File: config.mk
export PLATFORM = sky130hd
export DESIGN_NAME = d_e_forward_stage
export DESIGN_NICKNAME = d
export VERILOG_FILES = /design/src/rtl/d_e_forward_stage_pkg.sv /design/src/rtl/d_e_forward_stage_fwd_mux.sv /design/src/rtl/d_e_forward_stage.sv
export SDC_FILE = /design/constraint.sdc
export NUM_CORES = 1
export LEC_CHECK = 0
export CORE_AREA = 3 3 208 210
export CTS_BUF_LIST = sky130_fd_sc_hd__clkbuf_4
export DETAILED_ROUTE_END_ITERATION = 6
export DIE_AREA = 0 0 211 213
export GPL_TIMING_DRIVEN = 0
export PLACE_DENSITY = 0.59
export SYNTH_ARGS = -nofsm -noshare
export SYNTH_HDL_FRONTEND = slang
export SYNTH_SLANG_ARGS = --single-unit
File: constraint.sdc
create_clock -name clk -period 3.1 [get_ports clk]
set_input_delay 0.62 -clock clk [delete_from_list [all_inputs] [get_ports clk]]
set_output_delay 0.62 -clock clk [all_outputs]
set_load 0.02 [all_outputs]
File: src/rtl/d_e_forward_stage_pkg.sv
// d_e_forward_stage_pkg: shared widths, reset PC and encodings for the D/E boundary
package d_e_forward_stage_pkg;
    localparam int          DE_TW       = 2;
    localparam logic [31:0] DE_RESET_PC = 32'h0000_3000;
    localparam logic [1:0]  TUSE_NONE   = 2'd3;
    localparam logic [31:0] NOP         = 32'b0;
endpackage

File: src/rtl/d_e_forward_stage_fwd_mux.sv
// d_e_forward_stage_fwd_mux: one operand's E/M/W forward select and hazard stall term
module d_e_forward_stage_fwd_mux
    import d_e_forward_stage_pkg::*;
#(
    parameter int TW = DE_TW
) (
    input  logic [4:0]    i_addr,
    input  logic [31:0]   i_grf,
    input  logic [TW-1:0] i_tuse,
    input  logic [4:0]    i_e_wa,
    input  logic [TW-1:0] i_e_tnew,
    input  logic [31:0]   i_e_wd,
    input  logic [4:0]    i_m_wa,
    input  logic [TW-1:0] i_m_tnew,
    input  logic [31:0]   i_m_wd,
    input  logic [4:0]    i_w_wa,
    input  logic          i_w_we,
    input  logic [31:0]   i_w_wd,
    output logic [31:0]   o_val,
    output logic          o_stall
);
    logic w_nz;
    logic w_e_hit;
    logic w_m_hit;
    logic w_w_hit;
    logic w_used;

    assign w_nz    = i_addr != 5'd0;
    assign w_e_hit = w_nz && i_addr == i_e_wa;
    assign w_m_hit = w_nz && i_addr == i_m_wa;
    assign w_w_hit = w_nz && i_w_we && i_addr == i_w_wa;
    assign w_used  = w_nz && i_tuse != TW'(TUSE_NONE);

    assign o_val = !w_nz                          ? 32'b0  :
                   (w_e_hit && i_e_tnew == '0)    ? i_e_wd :
                   (w_m_hit && i_m_tnew == '0)    ? i_m_wd :
                   w_w_hit                        ? i_w_wd : i_grf;

    // the youngest producer (E) alone decides the hazard when it targets this register
    assign o_stall = w_used && (w_e_hit ? i_e_tnew > i_tuse : (w_m_hit && i_m_tnew > i_tuse));
endmodule

File: src/rtl/d_e_forward_stage.sv
// d_e_forward_stage: D-stage operand forwarding, Tuse/Tnew stall and D/E pipeline register
module d_e_forward_stage
    import d_e_forward_stage_pkg::*;
#(
    parameter logic [31:0] RESET_PC = DE_RESET_PC,
    parameter int          TW       = DE_TW
) (
    input  logic          clk,
    input  logic          reset,
    input  logic [31:0]   D_pc,
    input  logic [31:0]   D_instr,
    input  logic [31:0]   D_imm32,
    input  logic [4:0]    D_rs_addr,
    input  logic [4:0]    D_rt_addr,
    input  logic [31:0]   D_rd1,
    input  logic [31:0]   D_rd2,
    input  logic [TW-1:0] D_tuse_rs,
    input  logic [TW-1:0] D_tuse_rt,
    input  logic [4:0]    D_wa,
    input  logic [TW-1:0] D_tnew,
    input  logic [31:0]   E_pre_wd,
    input  logic [4:0]    M_wa,
    input  logic [TW-1:0] M_tnew,
    input  logic [31:0]   M_wd,
    input  logic [4:0]    W_wa,
    input  logic          W_we,
    input  logic [31:0]   W_wd,
    output logic [31:0]   D_rs_fwd,
    output logic [31:0]   D_rt_fwd,
    output logic          stall,
    output logic [31:0]   E_pc,
    output logic [31:0]   E_instr,
    output logic [31:0]   E_imm32,
    output logic [31:0]   E_rs_val,
    output logic [31:0]   E_rt_val,
    output logic [4:0]    E_rs_addr,
    output logic [4:0]    E_rt_addr,
    output logic [4:0]    E_wa,
    output logic [TW-1:0] E_tnew
);
    logic w_rs_stall;
    logic w_rt_stall;

    d_e_forward_stage_fwd_mux #(.TW(TW)) u_rs (
        .i_addr(D_rs_addr), .i_grf(D_rd1), .i_tuse(D_tuse_rs),
        .i_e_wa(E_wa), .i_e_tnew(E_tnew), .i_e_wd(E_pre_wd),
        .i_m_wa(M_wa), .i_m_tnew(M_tnew), .i_m_wd(M_wd),
        .i_w_wa(W_wa), .i_w_we(W_we), .i_w_wd(W_wd),
        .o_val(D_rs_fwd), .o_stall(w_rs_stall)
    );

    d_e_forward_stage_fwd_mux #(.TW(TW)) u_rt (
        .i_addr(D_rt_addr), .i_grf(D_rd2), .i_tuse(D_tuse_rt),
        .i_e_wa(E_wa), .i_e_tnew(E_tnew), .i_e_wd(E_pre_wd),
        .i_m_wa(M_wa), .i_m_tnew(M_tnew), .i_m_wd(M_wd),
        .i_w_wa(W_wa), .i_w_we(W_we), .i_w_wd(W_wd),
        .o_val(D_rt_fwd), .o_stall(w_rt_stall)
    );

    assign stall = w_rs_stall | w_rt_stall;

    // D/E register: nop at RESET_PC on reset, bubble carrying D_pc on stall, else advance D
    always_ff @(posedge clk) begin
        if (reset) begin
            E_pc      <= RESET_PC;
            E_instr   <= NOP;
            E_imm32   <= 32'b0;
            E_rs_val  <= 32'b0;
            E_rt_val  <= 32'b0;
            E_rs_addr <= 5'd0;
            E_rt_addr <= 5'd0;
            E_wa      <= 5'd0;
            E_tnew    <= '0;
        end else if (stall) begin
            E_pc      <= D_pc;
            E_instr   <= NOP;
            E_imm32   <= 32'b0;
            E_rs_val  <= 32'b0;
            E_rt_val  <= 32'b0;
            E_rs_addr <= 5'd0;
            E_rt_addr <= 5'd0;
            E_wa      <= 5'd0;
            E_tnew    <= '0;
        end else begin
            E_pc      <= D_pc;
            E_instr   <= D_instr;
            E_imm32   <= D_imm32;
            E_rs_val  <= D_rs_fwd;
            E_rt_val  <= D_rt_fwd;
            E_rs_addr <= D_rs_addr;
            E_rt_addr <= D_rt_addr;
            E_wa      <= D_wa;
            E_tnew    <= D_tnew;
        end
    end
endmodule

== Word level (Yosys, flattened, before mapping) ==
Index checks and enable logic that the tools add are counted.
Word-level totals
  flip-flop bits (word level): 177
  logic and storage cells: 55
  input bits: 292
  output and inout bits: 242
Operators by class
  muxes and demuxes: 10
  magnitude comparators: 4
  bitwise operators: 1
  reduce and logical (&&, ||, !) cells: 23
  equal/unequal tests: 8
Operators by type and width (number)
  32-bit 2-to-1 mux: 8
  5-bit == test: 6
  1-bit logical AND: 18
  5-bit nonzero test: 2
  2-bit > comparator: 4
  2-bit zero test: 2
  2-bit inequality test (second input constant): 2
  1-bit 2-to-1 mux: 2
  2-bit OR reduction: 1
  1-bit OR: 1

== Logic depth before layout (Yosys ltp) ==
Gate-level depths: netlist (run 1).
  depth in word-level cells: 7
  mapped depth: 9
  depth with buffers taken out: 7

== Modules after synthesis ==
Synthesis (run 1) repeated with hierarchy kept, for this count alone.
Unflattened totals
  cell total of the unflattened synthesis: 815
  area total of the unflattened synthesis: 9026.2 um^2
By module, submodules not included
  d_e_forward_stage: seq. area each 3543.4 um^2, times used 1, area each 6221.0 um^2, cells each 407
  d_e_forward_stage_fwd_mux: seq. area each 0.0 um^2, times used 2, area each 1402.6 um^2, cells each 204

== Least setup slack after synthesis (run 1) ==
No wires, ideal clock.
  path kind: input-to-output
  from: input port M_tnew[1]
  to: output port D_rs_fwd[21]
  arrival: 2339 ps
  slack: 141 ps
  stages on the path: 6
  buffers on the path: 1
  cell sequence: or2_2 > nor4_2 > and2_1 > clkbuf_2 > o311ai_1 > a21oi_1
Between the ends
  word-level cells in the longest chain between the ends: 5
RTL lines
  from (decl): line d_e_forward_stage.sv:23  | input logic [TW-1:0] M_tnew,
  2-bit zero test: line d_e_forward_stage_fwd_mux.sv:36  | (w_m_hit && i_m_tnew == '0) ? i_m_wd :
  1-bit logical AND: line d_e_forward_stage_fwd_mux.sv:36
  32-bit 2-to-1 mux: line d_e_forward_stage_fwd_mux.sv:36
  32-bit 2-to-1 mux: line d_e_forward_stage_fwd_mux.sv:35  | (w_e_hit && i_e_tnew == '0) ? i_e_wd :
  32-bit 2-to-1 mux: line d_e_forward_stage_fwd_mux.sv:34  | assign o_val = !w_nz ? 32'b0 :
  to (decl): line d_e_forward_stage.sv:28  | output logic [31:0] D_rs_fwd,
No other way between the ends.

== Worst setup path after layout (run 1) ==
  from: input port M_wa[4]
  to: output port D_rs_fwd[25]
Between the ends
  word-level cells in the longest chain between the ends: 6
RTL lines
  from (decl): line d_e_forward_stage.sv:22  | input logic [4:0] M_wa,
  5-bit == test: line d_e_forward_stage_fwd_mux.sv:30  | assign w_m_hit = w_nz && i_addr == i_m_wa;
  1-bit logical AND: line d_e_forward_stage_fwd_mux.sv:30
  1-bit logical AND: line d_e_forward_stage_fwd_mux.sv:36
  32-bit 2-to-1 mux: line d_e_forward_stage_fwd_mux.sv:36
  32-bit 2-to-1 mux: line d_e_forward_stage_fwd_mux.sv:35
  32-bit 2-to-1 mux: line d_e_forward_stage_fwd_mux.sv:34
No other way between the ends.

==> metrics.log, run 1 <==
INFO  metric grt_max_degree = 19
INFO  metric floorplan.io_pins = roughly 530
INFO  metric dpl_hpwl = ~39,000 µm
INFO  metric wirelength = 51,430 µm
INFO  metric first_global_vias = 10,830
INFO  metric finish.utilization = 0.4276
INFO  metric max_cap_viol_count = 0
INFO  metric fin_worst_skew = 28.89 ps
INFO  metric die_area = around 45,000 µm²
INFO  metric power_density = 356.9 nW/µm²
INFO  metric crit_top_cell = sky130_fd_sc_hd__buf_4
INFO  metric core.rowCount = 75
INFO  metric final.min_clock_period = roughly 3500 ps
INFO  metric timing.critical_path.buf_inv = 4
INFO  metric route.vias.total = about 11,000
INFO  metric root_buffer = sky130_fd_sc_hd__clkbuf_4
INFO  metric hold_violations = 0
INFO  metric report.final.slew_viol_count = 0
INFO  metric total_power = 6.372 mW
INFO  metric grt_antenna_before_repair = 8
INFO  metric hold_path.class = input port to flop
INFO  metric final_antenna_net_count = 0
INFO  metric first_pass_iters = 5
INFO  metric clock_insertion_delay_worst_skew = around 760 ps
INFO  metric critical_path.endpoint_type = output port
INFO  metric synth_seq_area_share = 0.3971
INFO  metric postSynthNetCount = around 1,300
INFO  metric timing.fmax = roughly 290 MHz
INFO  metric critical_path_required = 2480 ps
INFO  metric cts_hold_repair.buffers = 0
INFO  metric num-fill-cells = about 4,000
INFO  metric finalSetupViolations = 64
INFO  metric worst_setup_start_kind = input port
INFO  metric die_y = roughly 210 µm
INFO  metric grt-ovfl-total = 0
INFO  metric cts_tree = built
INFO  metric share_of_async_settable_or_async_resettable_flops_after_synthesis = 0
INFO  metric timing.critical_path.slowest_cell_delay = 530 ps
INFO  metric area_occupied_by_registers = approximately 3600 µm²
INFO  metric setup.reg_to_reg.worst_slack = 400 ps
INFO  metric m1WireLength = between 15,000 and 20,000 µm
INFO  metric dr.max_layer_used = met5
INFO  metric htree_num_levels = 4
INFO  metric timing.critical_path.fanout_max = 7
INFO  metric run_status = finished with violations
INFO  metric ys_warn_count = 0
INFO  metric drive_above_1_share = 0.2999
INFO  metric synth_area = between 8000 and 9000 µm²
INFO  metric synth-edff-count = 0
INFO  metric globalplace.congestion = a little under 0.9
INFO  metric cp_data_arrival_time = 2840 ps
INFO  metric power.leakage = slightly below 7 nW
INFO  metric final_period_utilization = 1.116
INFO  metric synth_cell_types = 40
INFO  metric synth-seq-cells = ~180
INFO  metric met3_length = around 4400 µm
INFO  metric multiInputGateArea = roughly 6300 µm²
INFO  metric crit_chain = clkdlybuf4s50_1 > xor2_1 > nor4_4 > buf_4 > and2_4 > clkbuf_16 > o311ai_4 > a21oi_2 > buf_4
INFO  metric max-slew-margin-rel = 0.4316
INFO  metric initialDrtViolationCount = between 600 and 700
INFO  metric final_design_area_no_fill = ~18,000 µm²
INFO  metric grt_setup_unrepaired = yes
INFO  metric remaining_drc_errors = 0
INFO  metric synthCells = a little under 1,000
INFO  metric failing_checks = setup timing
INFO  metric cts.sink_count = 177
INFO  metric grt_first_pass_wirelength = between 70,000 and 80,000 µm
INFO  metric synth_top_flop_cell = sky130_fd_sc_hd__dfxtp_1
INFO  metric die_width = 211 µm
INFO  metric coreArea = approximately 42,000 µm²
INFO  metric ir_worst_vdd = ~380 µV
INFO  metric timing.setup.critical_path_class = input port to output port
INFO  metric port_buffers = 533
INFO  metric finalWorstSetupSlack = -358.1 ps
INFO  metric nNetsFinal = approximately 1,900
INFO  metric cp_top_family = buffers and inverters
INFO  metric track_usage = 0.2182
INFO  metric area_after_dpl = 14,940 µm²
INFO  metric clock_transition_at_the_register_clock_pins_on_the_worst_setup_and_hold_paths_after_cts = around 170 ps
INFO  metric worstMarginPinSlew = about 850 ps
INFO  metric crit_slowest_cell = sky130_fd_sc_hd__clkdlybuf4s50_1
INFO  metric vias_per_cell = 4.850
INFO  metric detailroute.wirelength.met2 = 25,880 µm
INFO  metric routed_wire_length_per_instance = about 24 µm
INFO  metric cts-buffers-inserted = 17
INFO  metric cts_buffer_depth = 2
INFO  metric initial_core_util = 0.2137
INFO  metric synthToLayoutAreaGrowth = 100.1%
INFO  metric synthesis.area_per_instance = approximately 9 µm²
-- worst reg2reg max path, stage by stage (launching register included) --
cell	delay, ps
sky130_fd_sc_hd__dfxtp_4	400
sky130_fd_sc_hd__xnor2_2	140
sky130_fd_sc_hd__nand3_2	170
sky130_fd_sc_hd__buf_6	160
sky130_fd_sc_hd__buf_6	100
sky130_fd_sc_hd__o31a_1	260
sky130_fd_sc_hd__buf_4	150
sky130_fd_sc_hd__a221oi_2	560
sky130_fd_sc_hd__clkbuf_1	410
sky130_fd_sc_hd__and2_1	260
-- flip-flops by register name, summed over array words and instances, names as in the netlist --
| signal | count |
|---|---|
| E_imm32 | 32 |
| E_instr | 32 |
| E_pc | 32 |
| E_rs_val | 32 |
| E_rt_val | 32 |
| E_rs_addr | 5 |
| E_rt_addr | 5 |
| E_wa | 5 |
| E_tnew | 2 |
-- repair_timing --
| action | 4_1_cts | 5_1_grt |
|---|---|---|
| setup buffers | 76 | 6 |
| pin swaps | 65 | 43 |
| cloned | 5 | 4 |
| endpoints found under the setup margin | 71 | 65 |
| gates resized for setup | 652 | 165 |
-- layout by cell type (no fill, tap or decap), types with 32 or more instances in the layout --
master	count
sky130_fd_sc_hd__o311ai_4	51
sky130_fd_sc_hd__a211oi_2	38
sky130_fd_sc_hd__inv_1	71
sky130_fd_sc_hd__and2_1	81
sky130_fd_sc_hd__dfxtp_1	171
sky130_fd_sc_hd__buf_4	89
sky130_fd_sc_hd__a21oi_2	38
sky130_fd_sc_hd__clkdlybuf4s50_1	451
sky130_fd_sc_hd__a31oi_1	55
sky130_fd_sc_hd__nand3b_1	64
sky130_fd_sc_hd__clkbuf_2	40
sky130_fd_sc_hd__nor2b_1	32
sky130_fd_sc_hd__and4_1	58
sky130_fd_sc_hd__nand2_1	50
sky130_fd_sc_hd__buf_6	43
-- cells by family (layout without fill, tap and decap cells) --
kind of cell / after synthesis / after routing / synth area share
buffers and inverters: 172 / 819 / 0.07740
adders and majority gates: 8 / 8 / 0.01122
other: 0 / 2 / 0
AOI/OAI and AO/OA: 273 / 275 / 0.2351
DFF: 177 / 177 / 0.3971
and+or+nand+nor: 337 / 337 / 0.2517
xor gates and xnor gates: 28 / 28 / 0.02748
-- routing by layer --
layer / GRT usage / vias to the layer above
met5: 0 / -
li1: - / 4921
met4: 0.09007 / 8
met1: 0.2428 / 5014
met2: 0.3837 / 563
met3: 0.07302 / 92
-- cells in the mapped netlist, drive strengths merged (3+ instances only) --
cell / number / area [µm²]
nand3b: 64 / 480.5
xor2: 16 / 140.1
dfxtp: 177 / 3543
and2: 85 / 531.8
nand2: 68 / 255.2
xnor2: 12 / 105.1
a221o: 3 / 30.03
and4: 64 / 560.5
nor2: 3 / 11.26
buf: 14 / 96.34
or2: 5 / 31.28
clkbuf: 86 / 324.1
ha: 8 / 100.1
a31oi: 64 / 400.4
inv: 72 / 270.3
o311ai: 64 / 560.5
a21oi: 64 / 320.3
nor4: 4 / 67.56
a211oi: 66 / 690.7
nor2b: 32 / 200.2
-- layout make-up --
class / instances / area share
repair buffers: 617 / 0.3359
clock buffers: 18 / 0.007568
diodes: 2 / 0.0002803
multi-input cells: 648 / 0.3513
clock inverters: 14 / 0.009320
well taps: 539 / 0.03777
plain buffers: 98 / 0.04310
flip-flops and latches: 177 / 0.1996
inverters: 72 / 0.01514
-- through the flow --
stage / hold slack (ps) / worst slack, ps / setup TNS [ps] / instances
after detailed placement: 957.6 / -2235 / -186410 / 2067
after global routing: 134.6 / -424.1 / -23180 / 2185
after CTS: 197.6 / -448.0 / -23490 / 2177
final: 211.8 / -358.1 / -18050 / 2185
after global placement: 970.9 / -2285 / -202600 / 2067
after floorplan: 691.6 / 140.8 / 0 / 995
-- power breakdown --
group	internal, mW	switching [mW]	total [mW]	leakage, nW
Combinational	1.21	1.19	2.40	5.16
Sequential	2.44	0.0542	2.50	1.48
Clock	0.449	1.03	1.48	0.161
Total	4.10	2.27	6.37	6.80
-- worst paths after layout --
| check | from | cells past startpoint | endpoint |
|---|---|---|---|
| min reg2reg | E_tnew[1] | 5 | E_rt_val[31] |
| min | D_rt_addr[0] | 2 | E_rt_addr[0] |
| max | M_wa[4] | 9 | D_rs_fwd[25] |
| max reg2reg | E_wa[2] | 9 | E_instr[22] |
No activity file was read; power rests on OpenSTA's default activity.
==> inputs of run 2 (changes only) <==
CAP_MARGIN = 30   (was not set)
==> run 2 against run 1 <==
  * The flow still finishes with violations (setup timing)
  * Fmax grew 0.15%
  * Clock power grew 7%
  * Die area unchanged
  * Via count increased by 0.45%
  * Largest cell class unchanged
==> metrics.log, run 2 (synthesized netlist as in run 1, its figures left out) <==
INFO  metric remaining_drc_errors = 0 (unchanged)
INFO  metric ir_worst_vdd = 398.4 µV (was 380.5 µV)
INFO  metric die_area = 44,940 µm² (unchanged)
INFO  metric grt_setup_unrepaired = yes (unchanged)
INFO  metric nNetsFinal = 1,945 (was 1,931)
INFO  metric cts_buffer_depth = 2 (unchanged)
INFO  metric fin_worst_skew = 40.17 ps (was 28.89 ps)
INFO  metric clock_insertion_delay_worst_skew = 790 ps (was 760 ps)
INFO  metric worstMarginPinSlew = 856.0 ps (was 852.6 ps)
INFO  metric root_buffer = sky130_fd_sc_hd__clkbuf_4 (unchanged)
INFO  metric die_y = 213 µm (unchanged)
INFO  metric critical_path.endpoint_type = output port (unchanged)
INFO  metric cts.sink_count = 177 (unchanged)
INFO  metric track_usage = 0.2160 (was 0.2182)
INFO  metric cts-buffers-inserted = 17 (unchanged)
INFO  metric timing.setup.critical_path_class = input port to output port (unchanged)
INFO  metric dp.cells = 2,073 (was 2,067)
INFO  metric worst_setup_start_kind = input port (unchanged)
INFO  metric cts_hold_repair.buffers = 0 (unchanged)
INFO  metric max-slew-margin-rel = 0.4294 (was 0.4316)
INFO  metric hold_path_end = E_rs_addr[4] (was E_rt_addr[0])
INFO  metric reg2reg_from = E_wa[2] (unchanged)
INFO  metric clock_power_share = 0.241 (was 0.232)
INFO  metric routed_wire_length_per_instance = 23.77 µm (was 23.54 µm)
INFO  metric grt_first_pass_wirelength = 71,210 µm (was 71,350 µm)
INFO  metric final_antenna_net_count = 0 (unchanged)
INFO  metric switching_share = 0.3620 (was 0.3560)
INFO  metric setup.reg_to_reg.worst_slack = 240 ps (was 400 ps)
INFO  metric grt_antenna_before_repair = 7 (was 8)
INFO  metric report.final.slew_viol_count = 0 (unchanged)
INFO  metric cts_tree = built (unchanged)
INFO  metric p_switching = 2.370 mW (was 2.268 mW)
INFO  metric drive_above_1_share = 0.3251 (was 0.2999)
INFO  metric grt-busiest-layer = met2 (unchanged)
INFO  metric hold_path.class = input port to flop (unchanged)
INFO  metric worst-r2r-cell-count = 11 (was 9)
INFO  metric layout.cells.most_common = sky130_fd_sc_hd__clkdlybuf4s50_1 (unchanged)
INFO  metric die_width = 211 µm (unchanged)
INFO  metric p_int = 4.177 mW (was 4.103 mW)
INFO  metric synthToLayoutAreaGrowth = 106.4% (was 100.1%)
INFO  metric holdCritStartpoint = D_rs_addr[4] (was D_rt_addr[0])
INFO  metric first_pass_iters = 5 (unchanged)
INFO  metric num-fill-cells = 3,995 (was 4,022)
INFO  metric gr-usage-met2 = 0.3883 (was 0.3837)
INFO  metric final.min_clock_period = 3453 ps (was 3458 ps)
INFO  metric endpoint_of_the_worst_slack_reg_to_reg_timing_path = E_rt_val[27] (was E_instr[22])
INFO  metric run_status = finished with violations (unchanged)
INFO  metric dp_worst_setup_slack = -2023 ps (was -2235 ps)
INFO  metric post_layout_nonfiller_instances = 2,199 (was 2,185)
INFO  metric power.leakage = 7.023 nW (was 6.797 nW)
INFO  metric total_power = 6.547 mW (was 6.372 mW)
INFO  metric vias_per_cell = 4.841 (was 4.850)
INFO  metric layout.cells.most_common_list = sky130_fd_sc_hd__clkdlybuf4s50_1 (454), sky130_fd_sc_hd__dfxtp_1 (171), sky130_fd_sc_hd__buf_4 (99) (was sky130_fd_sc_hd__clkdlybuf4s50_1 (451), sky130_fd_sc_hd__dfxtp_1 (171), sky130_fd_sc_hd__buf_4 (89))
INFO  metric use_met3 = 0.07214 (was 0.07302)
INFO  metric grtUsageMet1 = 0.2428 (about the same)
INFO  metric grt-ovfl-total = 0 (unchanged)
INFO  metric initial_core_util = 0.2137 (unchanged)
INFO  metric finalSetupViolations = 64 (unchanged)
INFO  metric critPathLaunch = W_wa[3] (was M_wa[4])
INFO  metric timing.critical_path.fanout_max = 10 (was 7)
INFO  metric hold_violations = 0 (unchanged)
INFO  metric cp_data_arrival_time = 2830 ps (was 2840 ps)
INFO  metric pwr-share-comb = 0.377 (was 0.376)
INFO  metric clock_transition_at_the_register_clock_pins_on_the_worst_setup_and_hold_paths_after_cts = 180 ps (was 170 ps)
INFO  metric core.rowCount = 75 (unchanged)
INFO  metric finalWorstSetupSlack = -352.8 ps (was -358.1 ps)
INFO  metric route.vias.total = 10,650 (was 10,600)
INFO  metric power_density = 355.4 nW/µm² (was 356.9 nW/µm²)
INFO  metric failing_checks = setup timing (unchanged)
INFO  metric first_global_vias = 10,920 (was 10,830)
INFO  metric wirelength = 52,280 µm (was 51,430 µm)
INFO  metric worstHoldPathCells = 2 (unchanged)
INFO  metric final_period_utilization = 1.114 (was 1.116)
INFO  metric port_buffers = 533 (unchanged)
INFO  metric floorplan.io_pins = 534 (unchanged)
INFO  metric timing.fmax = 289.6 MHz (was 289.2 MHz)
INFO  metric htree_num_levels = 4 (unchanged)
INFO  metric coreArea = 41,760 µm² (unchanged)
INFO  metric share_seq_of_total_power = 0.382 (was 0.392)
INFO  metric max_cap_viol_count = 0 (unchanged)
INFO  metric initialDrtViolationCount = 668 (was 660)
INFO  metric dpl_hpwl = 39,420 µm (was 39,040 µm)
INFO  metric grt_max_degree = 21 (was 19)
INFO  metric globalplace.congestion = 0.8703 (unchanged)
INFO  metric critical_path_required = 2480 ps (about the same)
==> run 2: through the flow <==
step                      area [µm²]  TNS [ps]  hold WS (ps)    util
after floorplan                 8924         0         691.6       -
after detailed placement       14990   -172340         963.4  0.3590
after global placement         14930   -202600         970.9  0.3576
after global routing           18420    -26140         187.4  0.4410
after CTS                      17120    -23250         243.1  0.4100
final                          18420    -18240         247.1  0.4411
==> run 2: routing by layer <==
layer  share of wire  vias up
met2            0.51      543
met1            0.38     5056
met5          0.0011        -
met4           0.029        8
met3           0.081      100
li1                -     4939
==> run 2: what timing repair did <==
action | in CTS | in global routing
resized for setup | 647 | 240
buffers inserted | 53 | 30
pin swaps | 73 | 72
endpoints found under the hold margin | 0 | 0
endpoints found under the setup margin | 66 | 65
cloned | 5 | 8
==> run 2: power groups by stage <==
stage | clock network (mW) | logic (mW) | registers [mW]
6_report | 1.58 | 2.47 | 2.50
5_1_grt | 1.72 | 2.59 | 2.52
4_1_cts | 1.65 | 2.28 | 2.50
3_5_place_dp | 0 | 2.04 | 2.55
3_3_place_gp | 0 | 2.03 | 2.54
2_1_floorplan | 0 | 0.657 | 2.76
==> run 2: area by class of cell <==
type                    count  area [µm²]  share of cell area
plain buffers              97       765.7             0.04157
well taps                 539       674.4             0.03661
multi-input cells         646        6431              0.3491
inverters                  72       270.3             0.01467
diodes                      2       5.005           0.0002717
flip-flops and latches    177        3561              0.1933
clock buffers              17       127.6            0.006928
repair buffers            634        6382              0.3465
clock inverters            15       202.7             0.01100
==> run 2: worst max-delay path, stage by stage <==
cell                              delay, ps
sky130_fd_sc_hd__clkdlybuf4s50_1        460
sky130_fd_sc_hd__or2_2                  340
sky130_fd_sc_hd__o21ai_4                230
sky130_fd_sc_hd__buf_6                  180
sky130_fd_sc_hd__clkbuf_4               210
sky130_fd_sc_hd__a31oi_1                150
sky130_fd_sc_hd__o311ai_4               340
sky130_fd_sc_hd__a21oi_1                120
sky130_fd_sc_hd__buf_4                  170
==> run 2: how the worst max path moves through the flow <==
| stage | to | slack, ps | cells after the start |
|---|---|---|---|
| 2_1_floorplan | D_rs_fwd[21] | 140 | 6 |
| 3_3_place_gp | D_rs_fwd[2] | -2290 | 8 |
| 3_5_place_dp | D_rt_fwd[0] | -2020 | 9 |
| 4_1_cts | D_rs_fwd[28] | -450 | 7 |
| 5_1_grt | D_rt_fwd[3] | -450 | 10 |
| 6_report | D_rt_fwd[4] | -350 | 9 |
